**config.mk**
```make
export PLATFORM = sky130hd
export DESIGN_NAME = alu_exec_unit
export DESIGN_NICKNAME = d
export VERILOG_FILES = /design/src/rtl/alu_exec_unit.sv
export SDC_FILE = /design/constraint.sdc
export NUM_CORES = 1
export LEC_CHECK = 0
export CORE_MARGIN = 1
export CORE_UTILIZATION = 50
export CTS_CLUSTER_SIZE = 28
export DETAILED_ROUTE_END_ITERATION = 16
export HOLD_SLACK_MARGIN = 0.1
export PLACE_DENSITY = 0.73
export SKIP_LAST_GASP = 1
export SLEW_MARGIN = 25
export SYNTH_ARGS = -nofsm -noshare
export SYNTH_HDL_FRONTEND = slang
export SYNTH_SLANG_ARGS = --single-unit
```
**constraint.sdc**
```tcl
create_clock -name clk -period 3.9 [get_ports clk]
set_clock_uncertainty 0.1 [all_clocks]
set_input_delay 0.78 -clock clk [delete_from_list [all_inputs] [get_ports clk]]
set_output_delay 0.78 -clock clk [all_outputs]
set_load 0.005 [all_outputs]
```
**src/rtl/alu_exec_unit.sv**
```systemverilog
// Iterative ALU execute stage: single-cycle logic/arith ops, shifts at one bit per cycle.
// One op in flight; valid/ready handshake on both the request and the result side.
module alu_exec_unit #(
    parameter int unsigned XLEN = 32
) (
    input  logic            clk,
    input  logic            rst_n,
    input  logic            in_valid,
    output logic            in_ready,
    input  logic [3:0]      alu_ctrl,
    input  logic [XLEN-1:0] op_a,
    input  logic [XLEN-1:0] op_b,
    output logic            out_valid,
    input  logic            out_ready,
    output logic [XLEN-1:0] result,
    output logic            zero,
    output logic            illegal
);

    localparam int unsigned ShW = $clog2(XLEN);

    typedef enum logic [1:0] {StIdle, StShift, StDone} state_e;

    state_e            state_q, state_d;
    logic [XLEN-1:0]   acc_q, acc_d;
    logic [ShW-1:0]    count_q, count_d;
    logic [1:0]        shop_q, shop_d;
    logic              zero_q, zero_d;
    logic              illegal_q, illegal_d;

    logic [ShW-1:0]    shamt;
    logic              is_shift;
    logic              bad_code;
    logic [XLEN-1:0]   alu_val;
    logic [XLEN-1:0]   shifted;

    assign shamt = op_b[ShW-1:0];

    // Single-cycle datapath; shift codes pass op_a through for the shamt == 0 case.
    always_comb begin
        alu_val  = '0;
        is_shift = 1'b0;
        bad_code = 1'b0;
        case (alu_ctrl)
            4'b0000: alu_val = op_a & op_b;
            4'b0001: alu_val = op_a | op_b;
            4'b0010: alu_val = op_a + op_b;
            4'b0011: alu_val = op_a ^ op_b;
            4'b0100, 4'b0101, 4'b0111: begin
                alu_val  = op_a;
                is_shift = 1'b1;
            end
            4'b0110: alu_val = op_a - op_b;
            4'b1000: alu_val = {{(XLEN-1){1'b0}}, ($signed(op_a) < $signed(op_b))};
            4'b1001: alu_val = {{(XLEN-1){1'b0}}, (op_a < op_b)};
            default: bad_code = 1'b1;
        endcase
    end

    // shop_q holds alu_ctrl[1:0]: 00 SLL, 01 SRL, 11 SRA.
    always_comb begin
        case (shop_q)
            2'b00:   shifted = {acc_q[XLEN-2:0], 1'b0};
            2'b01:   shifted = {1'b0, acc_q[XLEN-1:1]};
            default: shifted = {acc_q[XLEN-1], acc_q[XLEN-1:1]};
        endcase
    end

    always_comb begin
        state_d   = state_q;
        acc_d     = acc_q;
        count_d   = count_q;
        shop_d    = shop_q;
        zero_d    = zero_q;
        illegal_d = illegal_q;
        case (state_q)
            StIdle: begin
                if (in_valid) begin
                    shop_d = alu_ctrl[1:0];
                    if (is_shift && (shamt != '0)) begin
                        acc_d     = op_a;
                        count_d   = shamt;
                        illegal_d = 1'b0;
                        state_d   = StShift;
                    end else begin
                        acc_d     = alu_val;
                        zero_d    = (alu_val == '0);
                        illegal_d = bad_code;
                        state_d   = StDone;
                    end
                end
            end
            StShift: begin
                acc_d   = shifted;
                count_d = count_q - 1'b1;
                if (count_q == ShW'(1)) begin
                    zero_d  = (shifted == '0);
                    state_d = StDone;
                end
            end
            StDone: begin
                if (out_ready) begin
                    state_d = StIdle;
                end
            end
            default: state_d = StIdle;
        endcase
    end

    always_ff @(posedge clk) begin
        if (!rst_n) begin
            state_q   <= StIdle;
            acc_q     <= '0;
            count_q   <= '0;
            shop_q    <= '0;
            zero_q    <= 1'b0;
            illegal_q <= 1'b0;
        end else begin
            state_q   <= state_d;
            acc_q     <= acc_d;
            count_q   <= count_d;
            shop_q    <= shop_d;
            zero_q    <= zero_d;
            illegal_q <= illegal_d;
        end
    end

    assign in_ready  = (state_q == StIdle);
    assign out_valid = (state_q == StDone);
    assign result    = acc_q;
    assign zero      = zero_q;
    assign illegal   = illegal_q;

endmodule

```
# == Word level (Yosys, flattened, before mapping) ==
# Index checks and enable logic that the tools add are counted.
# totals
register_bits,43
inputBits,72
out_inout_bits,36
wordCells,67
# op_classes
n_addsub,3
magnitude_cmp,2
eq_ne,18
muxes,20
bitwise_logic,3
reduce_logical,15
# ops
op,n
32-bit case mux with 8 select lines,1
32-bit case mux with 2 select lines,2
32-bit zero test,2
32-bit less-than comparator,2
32-bit 2-to-1 mux,2
32-bit adder,1
32-bit AND,1
32-bit bitwise OR,1
32-bit subtractor,1
32-bit bitwise XOR,1
"4-bit by 3-bit == test with 1-bit output, second input constant",4
5-bit 2-to-1 mux,2
5-bit case mux with 2 select lines,1
10-bit OR reduction,1
"4-bit by 2-bit == test with 1-bit output, second input constant",2
"4-bit == test, second input constant",2
2-bit 2-to-1 mux,4
1-bit 2-to-1 mux,6
"2-bit inequality test, second input constant",3
2-bit case mux with 3 select lines,1
3-bit AND reduction,2
"5-bit by 1-bit == test with 1-bit output, second input constant",1
5-bit nonzero test,1
"5-bit by 1-bit subtractor with 5-bit output, second input constant",1
12 further kinds,16

# == Depth between registers and ports, before layout ==
# logic_depth
ltp_word,7
mapped_depth,15
ltp_nobuf,15

# == Worst setup path after synthesis ==
# No wires, ideal clock.
# synth_timing
kind,input port to flip-flop
startpoint,input op_b[1]
endpoint,"register zero_q, in the netlist zero"
setup_time_ns,0.096
arrival_time_ns,3.343
required_ns,3.704
slack_ns,0.361
path_stages,13
path_buffers,0
path_cell_list,inv_1 > ha_1 > or2_1 > a221o_1 > a21oi_4 > a221oi_4 > o31ai_1 > o211a_1 > o211ai_1 > nand4bb_1 > nor4_1 > nand4_1 > o41ai_2
# synth_via
elab_chain_len,6
elab_cells_between_ends,16
cone_classes,add/sub: 2; order compare: 2; eq/ne: 1; mux: 4; bitwise: 3; reduce/logical: 4
# synth_rtl
element,line,source
start: declaration,12,"input logic [XLEN-1:0] op_b,"
32-bit subtractor (tied with other cells),53,4'b0110: alu_val = op_a - op_b;
32-bit case mux with 8 select lines,44,case (alu_ctrl)
32-bit zero test,87,zero_d = (alu_val == '0);
1-bit 2-to-1 mux,80,if (is_shift && (shamt != '0)) begin
1-bit 2-to-1 mux,78,if (in_valid) begin
1-bit case mux with 2 select lines,76,case (state_q)
end signal: assignment,123,zero_q <= zero_d;
end: declaration,28,"logic zero_q, zero_d;"
# Parallel ways exist; a longest one is shown, timed or not. The select of a mux whose other input is x is not followed.
# A chain may end at the register's enable or synchronous reset.

# == Worst setup path in the final report ==
# layout_timing
startpoint,input op_b[2]
endpoint,"register acc_q[31], in the netlist result[31]"
# layout_via
elab_chain_len,5
elab_cells_between_ends,8
cone_classes,add/sub: 2; mux: 4; reduce/logical: 2
# layout_rtl
element,line,source
32-bit subtractor (tied with other cells),53,
32-bit case mux with 8 select lines / 1-bit logical AND (equally long branches),"44, 80",
32-bit 2-to-1 mux *,80,
32-bit 2-to-1 mux *,78,
32-bit case mux with 2 select lines *,76,
end signal: assignment,113,acc_q <= '0;
end signal: assignment,120,acc_q <= acc_d;
end: declaration,25,"logic [XLEN-1:0] acc_q, acc_d;"
# Mark *: on every way between the ends. The rest lies on a longest branch, timed or not. The select of a mux whose other input is x is not followed.

==> impl_summary.log <==
[metrics] # IOs: 108
[metrics] Worst-Margin Slew: 1030 ps
[metrics] total core area: 16600 um2
[metrics] Final Wtd Congestion: just over 1
[metrics] outcome: finished, final reports clean
[metrics] CTS Root Cell: sky130_fd_sc_hd__clkbuf_16
[metrics] dominant register cell in the synthesized netlist: sky130_fd_sc_hd__dfxtp_1
[metrics] number of H-tree levels: 2
[metrics] number of storage elements in the synthesis netlist: 43
[metrics] number of clock sinks seen by CTS: 43
[metrics] asr flop ratio synth: 0
[metrics] hold path start: illegal
[metrics] maximum number of pins on one net before global-route repair: 44
[metrics] wire length of the first global-routing pass: around 60000 um
[metrics] worst reg2reg startpoint: state_q[0]
[metrics] Worst R2R End: zero
[metrics] Die H: 132 um
[metrics] Synth Cell Area: roughly 8500 um2
[metrics] total global-route track usage: 0.428
[metrics] Worst slew margin: 0.312
[metrics] Antenna Cells: 0
[metrics] global route overflow: 0
[metrics] IO Port Bufs: around 110
[metrics] horizontal extent of the die: 132 um
[metrics] largest voltage drop on the vdd net: about 0.23 mV
[metrics] Detail Route Antenna Nets: 0
[metrics] number of optimization iterations in the first detailed-route pass: 6
[metrics] Placed Cells incl. Taps: approximately 1900
[metrics] initial core utilization: 0.510
[metrics] Max FO, Critical Path: 3
[metrics] crit share post-route: 0.985
[metrics] R2R Setup Slk: about 1100 ps
[metrics] insertion delay of the later-clocked pin in the worst-skew pair: ~290 ps
[metrics] capturing element type of the critical path: register
[metrics] initial antenna violation count: 2
[metrics] CTS buffer count: 5
[metrics] overall routed net length: between 40000 and 50000 um
[metrics] commonest cells after routing, fill and taps aside: sky130_fd_sc_hd__buf_4 (392), sky130_fd_sc_hd__nand2_1 (126), sky130_fd_sc_hd__a21oi_1 (104), sky130_fd_sc_hd__nor2_1 (91), sky130_fd_sc_hd__inv_1 (64)
[metrics] crit path kind: in2reg
[metrics] Reg2Reg Depth: 10
[metrics] post-layout utilization of the core: 0.829
[metrics] via count of the first global-routing pass: around 11000
[metrics] Clock transition at path regs: around 60 ps
[metrics] full die area: 17500 um2
[metrics] mean cell area of the mapped netlist: 6.86 um2
[metrics] detailed-route wire length per cell: 21.2 um
[metrics] remaining design rule violation count: 0
[metrics] Mapped Nets: approximately 1400
[metrics] area of placed instances: about 12000 um2
[metrics] Cell variety after synth: 95
[metrics] via count of the routed design: about 12000
[metrics] layout-stage area growth over the synthesis result: 62.4%
[metrics] TritonCTS clock tree: done
[metrics] sequential share of the synthesized area: 0.102
[metrics] maximum clock insertion buffer count: 2
[metrics] Data required, critical path: between 4000 and 5000 ps
[metrics] Max Clock Freq: 260 MHz
[metrics] number of fillers in the final layout: between 1000 and 1500
[metrics] final-report hold violation count: 0
[metrics] startpoint kind of the worst setup timing path: input port
[metrics] number of endpoints failing setup at the final stage: 0
[metrics] summed negative setup slack over all endpoints: 0 ps
[metrics] DR vias/cell: about 6.4
[metrics] post-layout instance area: ~14000 um2
[metrics] DP HPWL: 29800 um
[metrics] end point of the worst hold path: illegal
[metrics] floorplan row count: 47
[metrics] Warnings, synthesis: 0
[metrics] min-delay worst type: reg2reg
[metrics] setup repair after global routing missed its margin: yes
[metrics] number of cells on the worst hold path: 2
[metrics] Final Critical Period: roughly 3800 ps
[metrics] Power Dens Cells: about 210 nW/um2
[metrics] WP data arrival: ~4000 ps
[metrics] final non-filler cell total: between 1500 and 2000
[metrics] max-slew violation total from the final report: 0
[metrics] number of cells produced by synthesis: roughly 1200
[metrics] max-cap check violation count: 0
[metrics] fraction of layout cells with a size suffix above 1: 0.369
[metrics] number of enable-type register cells in the synthesized netlist: 0
[metrics] Leakage Power: between 6 and 7 nW
[metrics] drt initial violations: around 1600
[metrics] worst hold margin: between 300 and 400 ps
[metrics] most common library cell in the layout ignoring fill and taps: sky130_fd_sc_hd__buf_4
[metrics] Final #Nets: approximately 1900
## cell families after synthesis
| logic type | share of synthesized area |
|---|---|
| DFF | 0.102 |
| adders and majority gates | 0.154 |
| buffers and inverters | 0.0902 |
| muxes | 0.0145 |
| AOI/OAI and AO/OA | 0.371 |
| and+or+nand+nor | 0.265 |
| xor gates and xnor gates | 0.00414 |
## cell type report
class                   count  area (um2)  share of cell area
inverters                 100         382              0.0278
multi-input cells        1007        7770               0.565
repair buffers            519        4320               0.314
clock buffers               7         133             0.00965
flip-flops and latches     43         861              0.0626
well taps                 220         275              0.0200
clock inverters             1        5.00            0.000364
## synth_stat cells, types with 8 or more instances
library cell / number / area share
sky130_fd_sc_hd__o31ai_1: 10 / 0.0089
sky130_fd_sc_hd__o2111ai_1: 9 / 0.0093
sky130_fd_sc_hd__o21a_1: 13 / 0.012
sky130_fd_sc_hd__inv_1: 98 / 0.043
sky130_fd_sc_hd__o211ai_1: 21 / 0.019
sky130_fd_sc_hd__a21boi_0: 14 / 0.012
sky130_fd_sc_hd__or2_2: 9 / 0.0067
sky130_fd_sc_hd__dfxtp_1: 43 / 0.10
sky130_fd_sc_hd__a211oi_1: 10 / 0.0089
sky130_fd_sc_hd__buf_2: 20 / 0.012
sky130_fd_sc_hd__o221ai_1: 9 / 0.0093
sky130_fd_sc_hd__a31oi_1: 11 / 0.0081
sky130_fd_sc_hd__nor4_1: 24 / 0.018
sky130_fd_sc_hd__nor2b_1: 35 / 0.026
sky130_fd_sc_hd__o21ai_0: 62 / 0.037
sky130_fd_sc_hd__clkbuf_1: 53 / 0.023
sky130_fd_sc_hd__a21oi_1: 117 / 0.069
sky130_fd_sc_hd__nor2_1: 98 / 0.043
sky130_fd_sc_hd__nor3_1: 21 / 0.012
sky130_fd_sc_hd__a221oi_1: 29 / 0.030
sky130_fd_sc_hd__mux2i_1: 10 / 0.012
sky130_fd_sc_hd__nand2_1: 130 / 0.058
sky130_fd_sc_hd__nand4_1: 16 / 0.012
sky130_fd_sc_hd__a221o_1: 8 / 0.0095
sky130_fd_sc_hd__o22ai_1: 9 / 0.0067
sky130_fd_sc_hd__nand3_1: 29 / 0.017
sky130_fd_sc_hd__ha_1: 101 / 0.15
sky130_fd_sc_hd__o21bai_1: 9 / 0.0080
sky130_fd_sc_hd__nand2b_1: 17 / 0.013
sky130_fd_sc_hd__a21o_1: 22 / 0.020
sky130_fd_sc_hd__and2_1: 19 / 0.014
sky130_fd_sc_hd__and3_1: 11 / 0.0081
sky130_fd_sc_hd__a22oi_1: 16 / 0.014
## power by group
group | internal, mW | switching, mW | leakage (nW)
Clock | 0.237 | 0.165 | 0.0679
Combinational | 0.951 | 1.00 | 5.75
Sequential | 0.473 | 0.0493 | 0.351
## state kept, by name, summed over array words and instances (netlist names)
signal	flops
state_q	2
illegal	1
result	32
count_q	5
shop_q	2
zero	1
## critical path, cell delays in order
cell and delay (ps):
sky130_fd_sc_hd__dlygate4sd2_1 290, sky130_fd_sc_hd__inv_2 70, sky130_fd_sc_hd__buf_4 140, sky130_fd_sc_hd__ha_2 190
sky130_fd_sc_hd__nor2_2 150, sky130_fd_sc_hd__a221o_1 220, sky130_fd_sc_hd__a21oi_4 100, sky130_fd_sc_hd__a221oi_4 470
sky130_fd_sc_hd__o31ai_4 140, sky130_fd_sc_hd__a221o_1 350, sky130_fd_sc_hd__a221o_1 380, sky130_fd_sc_hd__o311a_1 310
sky130_fd_sc_hd__o21ai_2 80, sky130_fd_sc_hd__nand2_1 100, sky130_fd_sc_hd__a21boi_1 160
## through the flow
| stage | total power, mW | setup WS (ps) |
|---|---|---|
| final | 2.88 | 57.2 |
| after global routing | 3.01 | -30.5 |
| after CTS | 2.66 | 0.226 |
| after detailed placement | 2.17 | -729 |
| after global placement | 2.15 | -695 |
| after floorplan | 1.32 | 361 |
## routing by layer
metal  global-route usage  wire, um  vias to the layer above
li1                     -         -                     5408
met1                0.526     15300                     5616
met2                0.714     18200                      880
met3               0.0800      4270                      216
met4                0.217      2560                        2
met5                    0        13                        -
## worst max-delay path by stage
stage                         from  depth (start not counted)         end  slack [ps]
after floorplan            op_b[1]                         13        zero         360
after global placement    op_b[18]                         14        zero        -700
after detailed placement  op_a[18]                         14        zero        -730
after CTS                 op_b[13]                         14  result[31]         0.2
after global routing      op_a[21]                         15        zero         -30
final                      op_b[2]                         15  result[31]          60
## repair_timing
action / CTS / global route
hold buffers: 0 / 0
gates resized for setup: 125 / 155
buffers inserted: 10 / 28
setup endpoints to repair: 12 / 8
endpoints found under the hold margin: 0 / 0
pin swaps: 51 / 69
No activity file was read; power rests on OpenSTA's default activity.
